[src/rtl/rbz_vec_pkg.sv]
// Shared constants, reset vectors and FSM states for the vector SPI loader.
package rbz_vec_pkg;
  localparam int FIELD_W    = 15;
  localparam int NUM_FIELDS = 6;
  localparam int PKT_BITS   = FIELD_W * NUM_FIELDS;

  // Q6.9 reset pose: player at (8.5, 8.5) facing -y, half-width view plane
  localparam logic [FIELD_W-1:0] RST_PX = 15'h1100;
  localparam logic [FIELD_W-1:0] RST_PY = 15'h1100;
  localparam logic [FIELD_W-1:0] RST_FX = 15'h0000;
  localparam logic [FIELD_W-1:0] RST_FY = 15'h7E00;
  localparam logic [FIELD_W-1:0] RST_VX = 15'h0100;
  localparam logic [FIELD_W-1:0] RST_VY = 15'h0000;

  typedef enum logic [1:0] {RESYNC, IDLE, RECV} state_t;
endpackage

[src/rtl/rbz_sync_edge.sv]
// 2-FF synchronizer for one asynchronous pin, with registered rise/fall pulses.
// q_o is the level aligned with the pulses.
module rbz_sync_edge (
  input  logic clk,
  input  logic reset,
  input  logic d_i,
  output logic q_o,
  output logic rise_o,
  output logic fall_o
);
  logic [1:0] sync_q;
  logic       prev_q, rise_q, fall_q;

  // Reset low so a select already asserted at reset release never looks idle
  always_ff @(posedge clk) begin
    if (reset) begin
      sync_q <= '0;
      prev_q <= 1'b0;
      rise_q <= 1'b0;
      fall_q <= 1'b0;
    end else begin
      sync_q <= {sync_q[0], d_i};
      prev_q <= sync_q[1];
      rise_q <= sync_q[1] & ~prev_q;
      fall_q <= ~sync_q[1] & prev_q;
    end
  end

  assign q_o    = prev_q;
  assign rise_o = rise_q;
  assign fall_o = fall_q;
endmodule

[src/rtl/rbz_vec_spi_loader.sv]
// Receives six Q6.9 vector fields over SPI and presents them registered to the raycaster.
// RBZ_VEC_FRAME_SYNC_EN: stage packets and commit them only on i_frame_tick.
module rbz_vec_spi_loader
  import rbz_vec_pkg::*;
#(
  parameter int FIELD_W    = rbz_vec_pkg::FIELD_W,
  parameter int NUM_FIELDS = rbz_vec_pkg::NUM_FIELDS
) (
  input  logic               clk,
  input  logic               reset,
  input  logic               i_sclk,
  input  logic               i_mosi,
  input  logic               i_ss_n,
  input  logic               i_frame_tick,
  output logic [FIELD_W-1:0] o_px,
  output logic [FIELD_W-1:0] o_py,
  output logic [FIELD_W-1:0] o_fx,
  output logic [FIELD_W-1:0] o_fy,
  output logic [FIELD_W-1:0] o_vx,
  output logic [FIELD_W-1:0] o_vy,
  output logic               o_pending,
  output logic [3:0]         o_err_cnt
);
  localparam int PKT_BITS = FIELD_W * NUM_FIELDS;
  localparam logic [PKT_BITS-1:0] RST_OUT =
    PKT_BITS'({RST_PX, RST_PY, RST_FX, RST_FY, RST_VX, RST_VY});

  logic sclk_rise, mosi_lvl, ss_lvl, ss_rise, ss_fall;
  logic unused_sclk_lvl, unused_sclk_fall, unused_mosi_rise, unused_mosi_fall;

  rbz_sync_edge u_sclk (.clk(clk), .reset(reset), .d_i(i_sclk), .q_o(unused_sclk_lvl),
                        .rise_o(sclk_rise), .fall_o(unused_sclk_fall));
  rbz_sync_edge u_mosi (.clk(clk), .reset(reset), .d_i(i_mosi), .q_o(mosi_lvl),
                        .rise_o(unused_mosi_rise), .fall_o(unused_mosi_fall));
  rbz_sync_edge u_ss   (.clk(clk), .reset(reset), .d_i(i_ss_n), .q_o(ss_lvl),
                        .rise_o(ss_rise), .fall_o(ss_fall));

  state_t              state_q, state_d;
  logic [PKT_BITS-1:0] sr_q, sr_d, out_q, out_d;
  logic [6:0]          cnt_q, cnt_d;
  logic [3:0]          err_q, err_d;
  logic                pkt_ok;
`ifdef RBZ_VEC_FRAME_SYNC_EN
  logic [PKT_BITS-1:0] stage_q, stage_d;
  logic                pend_q, pend_d;
`else
  logic                unused_tick;
  assign unused_tick = i_frame_tick;
`endif

  always_ff @(posedge clk) begin
    if (reset) begin
      state_q <= RESYNC;
      sr_q    <= '0;
      cnt_q   <= '0;
      err_q   <= '0;
      out_q   <= RST_OUT;
`ifdef RBZ_VEC_FRAME_SYNC_EN
      stage_q <= '0;
      pend_q  <= 1'b0;
`endif
    end else begin
      state_q <= state_d;
      sr_q    <= sr_d;
      cnt_q   <= cnt_d;
      err_q   <= err_d;
      out_q   <= out_d;
`ifdef RBZ_VEC_FRAME_SYNC_EN
      stage_q <= stage_d;
      pend_q  <= pend_d;
`endif
    end
  end

  always_comb begin
    state_d = state_q;
    sr_d    = sr_q;
    cnt_d   = cnt_q;
    err_d   = err_q;
    out_d   = out_q;
    pkt_ok  = 1'b0;
`ifdef RBZ_VEC_FRAME_SYNC_EN
    stage_d = stage_q;
    pend_d  = pend_q;
    // Commit uses the pre-edge pending flag, so a packet landing this cycle waits a frame
    if (i_frame_tick && pend_q) begin
      out_d  = stage_q;
      pend_d = 1'b0;
    end
`endif
    case (state_q)
      RESYNC: if (ss_lvl) state_d = IDLE;
      IDLE: if (ss_fall) begin
        state_d = RECV;
        cnt_d   = '0;
      end
      RECV: begin
        if (ss_rise) begin
          state_d = IDLE;
          if (cnt_q == 7'(PKT_BITS)) pkt_ok = 1'b1;
          else if (err_q != 4'hF)    err_d  = err_q + 4'd1;
        end else if (sclk_rise) begin
          sr_d = {sr_q[PKT_BITS-2:0], mosi_lvl};
          if (cnt_q != 7'h7F) cnt_d = cnt_q + 7'd1;
        end
      end
      default: state_d = RESYNC;
    endcase
    if (pkt_ok) begin
`ifdef RBZ_VEC_FRAME_SYNC_EN
      stage_d = sr_q;
      pend_d  = 1'b1;
`else
      out_d   = sr_q;
`endif
    end
  end

  assign o_px      = out_q[6*FIELD_W-1 -: FIELD_W];
  assign o_py      = out_q[5*FIELD_W-1 -: FIELD_W];
  assign o_fx      = out_q[4*FIELD_W-1 -: FIELD_W];
  assign o_fy      = out_q[3*FIELD_W-1 -: FIELD_W];
  assign o_vx      = out_q[2*FIELD_W-1 -: FIELD_W];
  assign o_vy      = out_q[FIELD_W-1   -: FIELD_W];
  assign o_err_cnt = err_q;
`ifdef RBZ_VEC_FRAME_SYNC_EN
  assign o_pending = pend_q;
`else
  assign o_pending = 1'b0;
`endif
endmodule

[config.mk]
export PLATFORM = sky130hd
export DESIGN_NAME = rbz_vec_spi_loader
export DESIGN_NICKNAME = d
export VERILOG_FILES = /design/src/rtl/rbz_vec_pkg.sv /design/src/rtl/rbz_sync_edge.sv /design/src/rtl/rbz_vec_spi_loader.sv
export SDC_FILE = /design/constraint.sdc
export NUM_CORES = 1
export LEC_CHECK = 0
export ABC_AREA = 0
export BUFFER_PORTS_ARGS = -buffer_cell sky130_fd_sc_hd__clkbuf_2
export CAP_MARGIN = 10
export CORE_MARGIN = 1
export CORE_UTILIZATION = 53
export DETAILED_ROUTE_END_ITERATION = 8
export PLACE_DENSITY_LB_ADDON = 0.2
export SYNTH_ARGS = -nofsm -noshare
export SYNTH_HDL_FRONTEND = slang
export SYNTH_SLANG_ARGS = --single-unit
[constraint.sdc]
create_clock -name clk -period 1.9 [get_ports clk]
set_input_delay 0.19 -clock clk [delete_from_list [all_inputs] [get_ports clk]]
set_output_delay 0.19 -clock clk [all_outputs]
set_load 0.02 [all_outputs]
==> flow_metrics.py <==
metrics = {
    "clock_tree": {
        "cts_post_setup_buffers_inserted": 0,
        "cts.path.max_buffers": 3,
        "cts-root-buf": "sky130_fd_sc_hd__clkbuf_16",
        "cts_num_sinks": 205,
        "clk_transition_reported_paths_ns": 0.06,
        "clock_tree_from_tritoncts": "yes",
        "cts_buffers": 21,
        "h-tree-depth": 1,
        "clk-insertion-delay-late_ns": 0.48,
    },
    "yosys": {
        "synthDistinctLibCells": 32,
        "largest_area_contributor_in_the_synthesized_netlist": "sky130_fd_sc_hd__dfxtp_1",
        "ys_seq_elements": 205,
        "seq_area_frac_synth_pct": 56.9,
        "synth_cells": 886,
        "yosysTopAreaCellShare_pct": 56.9,
        "syn-cell-area_um2": 7220,
        "yosys-top-cells-area": "sky130_fd_sc_hd__dfxtp_1 57%, sky130_fd_sc_hd__nand2_1 19%, sky130_fd_sc_hd__a21oi_1 12%",
        "synth_warnings": 0,
        "synthesis.nets": 895,
        "synth_area_per_cell_um2": 8.14,
    },
    "power": {
        "irDropWorstVdd_mv": 0.710,
        "p_sw_share_pct": 19.6,
        "design_power_total_uw": 8440,
        "seq_power_share_pct": 51.1,
        "internal_power_uw": 6780,
        "power_per_cell_area_nw_per_um2": 991,
        "power_frac_comb_pct": 1.2,
        "power.leakage_uw": 0.00312,
        "sw_power_uw": 1660,
        "clockPowerShare_pct": 47.6,
    },
    "finish": {
        "multi_input_area_um2": 2780,
        "filler_cell_count": 1216,
        "final_cells": 1149,
        "finalCoreUtilization_pct": 64.3,
        "layout.cells.most_common_list": "365 x sky130_fd_sc_hd__nand2_1, 205 x sky130_fd_sc_hd__dfxtp_1, 177 x sky130_fd_sc_hd__a21oi_1",
        "diodes": 0,
        "most_frequent_standard_cell_in_the_layout_excluding_fill_and_tap_cells": "sky130_fd_sc_hd__nand2_1",
        "syn2layout_area_growth_pct": 18.0,
        "drive_gt1_share_pct": 15.2,
        "final_nets": 968,
        "ff_latch_area_um2": 4100,
    },
    "worst_setup_path": {
        "setup.worst_path.end_class": "flip-flop",
        "startpoint_type": "flip-flop",
        "timing_worst_setup_path_type": "flip-flop to flip-flop",
        "timing.critical_path.required_ns": 2.31,
        "worstPathCellList": "inv_1 > ha_1 > nor3b_2 > and3b_4 > buf_12 > nand2_1 > a21oi_1",
        "cp.arrival_ns": 2.11,
        "critPathTopFamily": "simple AND/OR/NAND/NOR gates",
        "critical_path_buf_inv_count": 2,
        "crit_path_max_fanout": 49,
        "timing.critical_path.slowest_cell_delay_ns": 0.33,
        "crit_slowest_cell": "sky130_fd_sc_hd__dfxtp_1",
    },
    "route": {
        "wl_per_cell_um": 12.4,
        "detailroute.wirelength.met3_um": 622,
        "detailedRoute.firstIterationViolations": 431,
        "met2WireLength_mm": 6.77,
        "detail_route.first_pass.iterations": 4,
        "postRouteWirelength_mm": 14.3,
        "ant_nets": 0,
        "detail_route.wirelength.met1_mm": 6.65,
        "drc": 0,
        "vias": 5868,
        "ratio_of_routed_vias_to_standard_cells": 5.11,
        "topRoutingLayerUsed": "met4",
    },
    "sta": {
        "clock.fmax_mhz": 588,
        "setup-violations-final": 0,
        "min_period_ns": 1.70,
        "grt_setup_unrepaired": "no",
        "skew_ns": 0.0120,
        "timing_max_transition_violations_final": 0,
        "timing.setup.tns_ns": 0,
        "fin_ws_ns": 0.200,
        "timing.final.crit_share_pct": 89.5,
        "timing_hold_violations_final": 0,
    },
    "floorplan": {
        "coreArea_um2": 13200,
        "die-area_um2": 14100,
        "floorplan.initialDensity_pct": 54.5,
        "die_h_um": 119,
        "io_pins": 101,
        "placement_rows": 42,
        "die_width_um": 119,
    },
    "job": {
        "maxCapViolCount": 0,
    },
    "run_status": {
        "run_status": "complete, no violations",
    },
    "grt": {
        "first_global_vias": 5427,
        "grt_antenna_before_repair": 0,
        "global_route.usage.total_pct": 20.1,
        "grt_pass1_wl_mm": 24.2,
        "grt_remaining_overflow": 0,
        "grt_start_max_net_pins": 107,
    },
    "place": {
        "finalWeightedCongestion": 0.808,
        "placement.setup.worst_slack_ns": 0.119,
        "dp.final_hpwl_mm": 8.24,
        "io_buffer_count": 98,
        "dp_cell_count": 1108,
    },
    "worst_hold_path": {
        "timing.hold.worst.class": "flip-flop to flip-flop",
    },
}
metal layers:
layer  GRT usage [%]  vias up
li1                -     3022
met1            25.2     2720
met2            35.5      110
met3            3.47       16
met4            5.30        0
met5               0        -
synth_stat cells (all sizes together):
library cell,instances
nand2,365
dfxtp,205
a21oi,177
buf,44
clkbuf,20
nand3,15
nor2b,11
nor2,6
and3,5
a31oi,4
inv,4
ha,3
nand2b,3
nand3b,3
nor3b,3
a211oi,2
a21o,2
a41o,2
a41oi,2
mux2i,2
and3b,1
conb,1
nand4bb,1
nor4,1
nor4bb,1
o21a,1
o21ai,1
xnor2,1
worst paths after layout:
check / startpoint / end / slack (ns) / cells past startpoint
max: cnt_q[0] / out_q[17] / 0.20 / 7
min: u_sclk.q_o / u_sclk.rise_o / 0.38 / 1
max reg2reg: cnt_q[0] / out_q[17] / 0.20 / 7
min reg2reg: u_sclk.q_o / u_sclk.rise_o / 0.38 / 1
power by group through the flow:
stage | logic, uW | registers [uW] | clock network [uW]
global placement | 98.4 | 4410 | 0
detailed placement | 98.3 | 4410 | 0
finish | 104 | 4310 | 4020
floorplan | 72.7 | 4410 | 0
CTS | 105 | 4310 | 4110
global route | 112 | 4310 | 4270
cell families after synthesis:
family | share of synthesized area, %
xor+xnor | 0.121
fa+ha+maj | 0.520
other cells | 0.0520
compound gates | 13.9
simple gates | 23.2
buf+inv | 5.10
mux | 0.277
flops | 56.9
through the flow:
stage	instance area [um^2]	hold slack [ns]
6_report	8510	0.381
3_5_place_dp	7780	0.377
5_1_grt	8510	0.391
4_1_cts	8510	0.385
2_1_floorplan	7220	0.318
3_3_place_gp	7780	0.372
layout make-up:
cell class	instances	area share, %
clock inverters	4	0.573
inverters	4	0.176
clock buffers	33	7.52
multi-input cells	613	32.6
repair buffers	114	8.29
well taps	176	2.59
flip-flops and latches	205	48.2
flip-flops by register name (all words and copies together) (netlist names):
name / flops
o_err_cnt: 4
u_mosi.q_o: 1
u_ss.sync_q: 2
u_mosi.sync_q: 2
sr_q: 90
out_q: 90
cnt_q: 7
u_sclk.q_o: 1
u_ss.rise_o: 1
u_ss.fall_o: 1
u_ss.q_o: 1
u_sclk.rise_o: 1
u_sclk.sync_q: 2
state_q: 2
what timing repair did:
| action | in CTS | in global routing |
|---|---|---|
| gates resized for setup | 0 | 1 |
| hold buffers | 4 | 0 |
| setup endpoints to repair | 0 | 42 |
| endpoints found under the hold margin | 9 | 0 |
worst register-to-register path, cell delays in order, from the launching register on:
cell                      delay, ns
sky130_fd_sc_hd__dfxtp_1       0.33
sky130_fd_sc_hd__inv_1         0.09
sky130_fd_sc_hd__ha_1          0.15
sky130_fd_sc_hd__nor3b_2       0.30
sky130_fd_sc_hd__and3b_4       0.29
sky130_fd_sc_hd__buf_12        0.23
sky130_fd_sc_hd__nand2_1       0.12
sky130_fd_sc_hd__a21oi_1       0.14
Note: power is estimated with default switching activity, not from simulation.
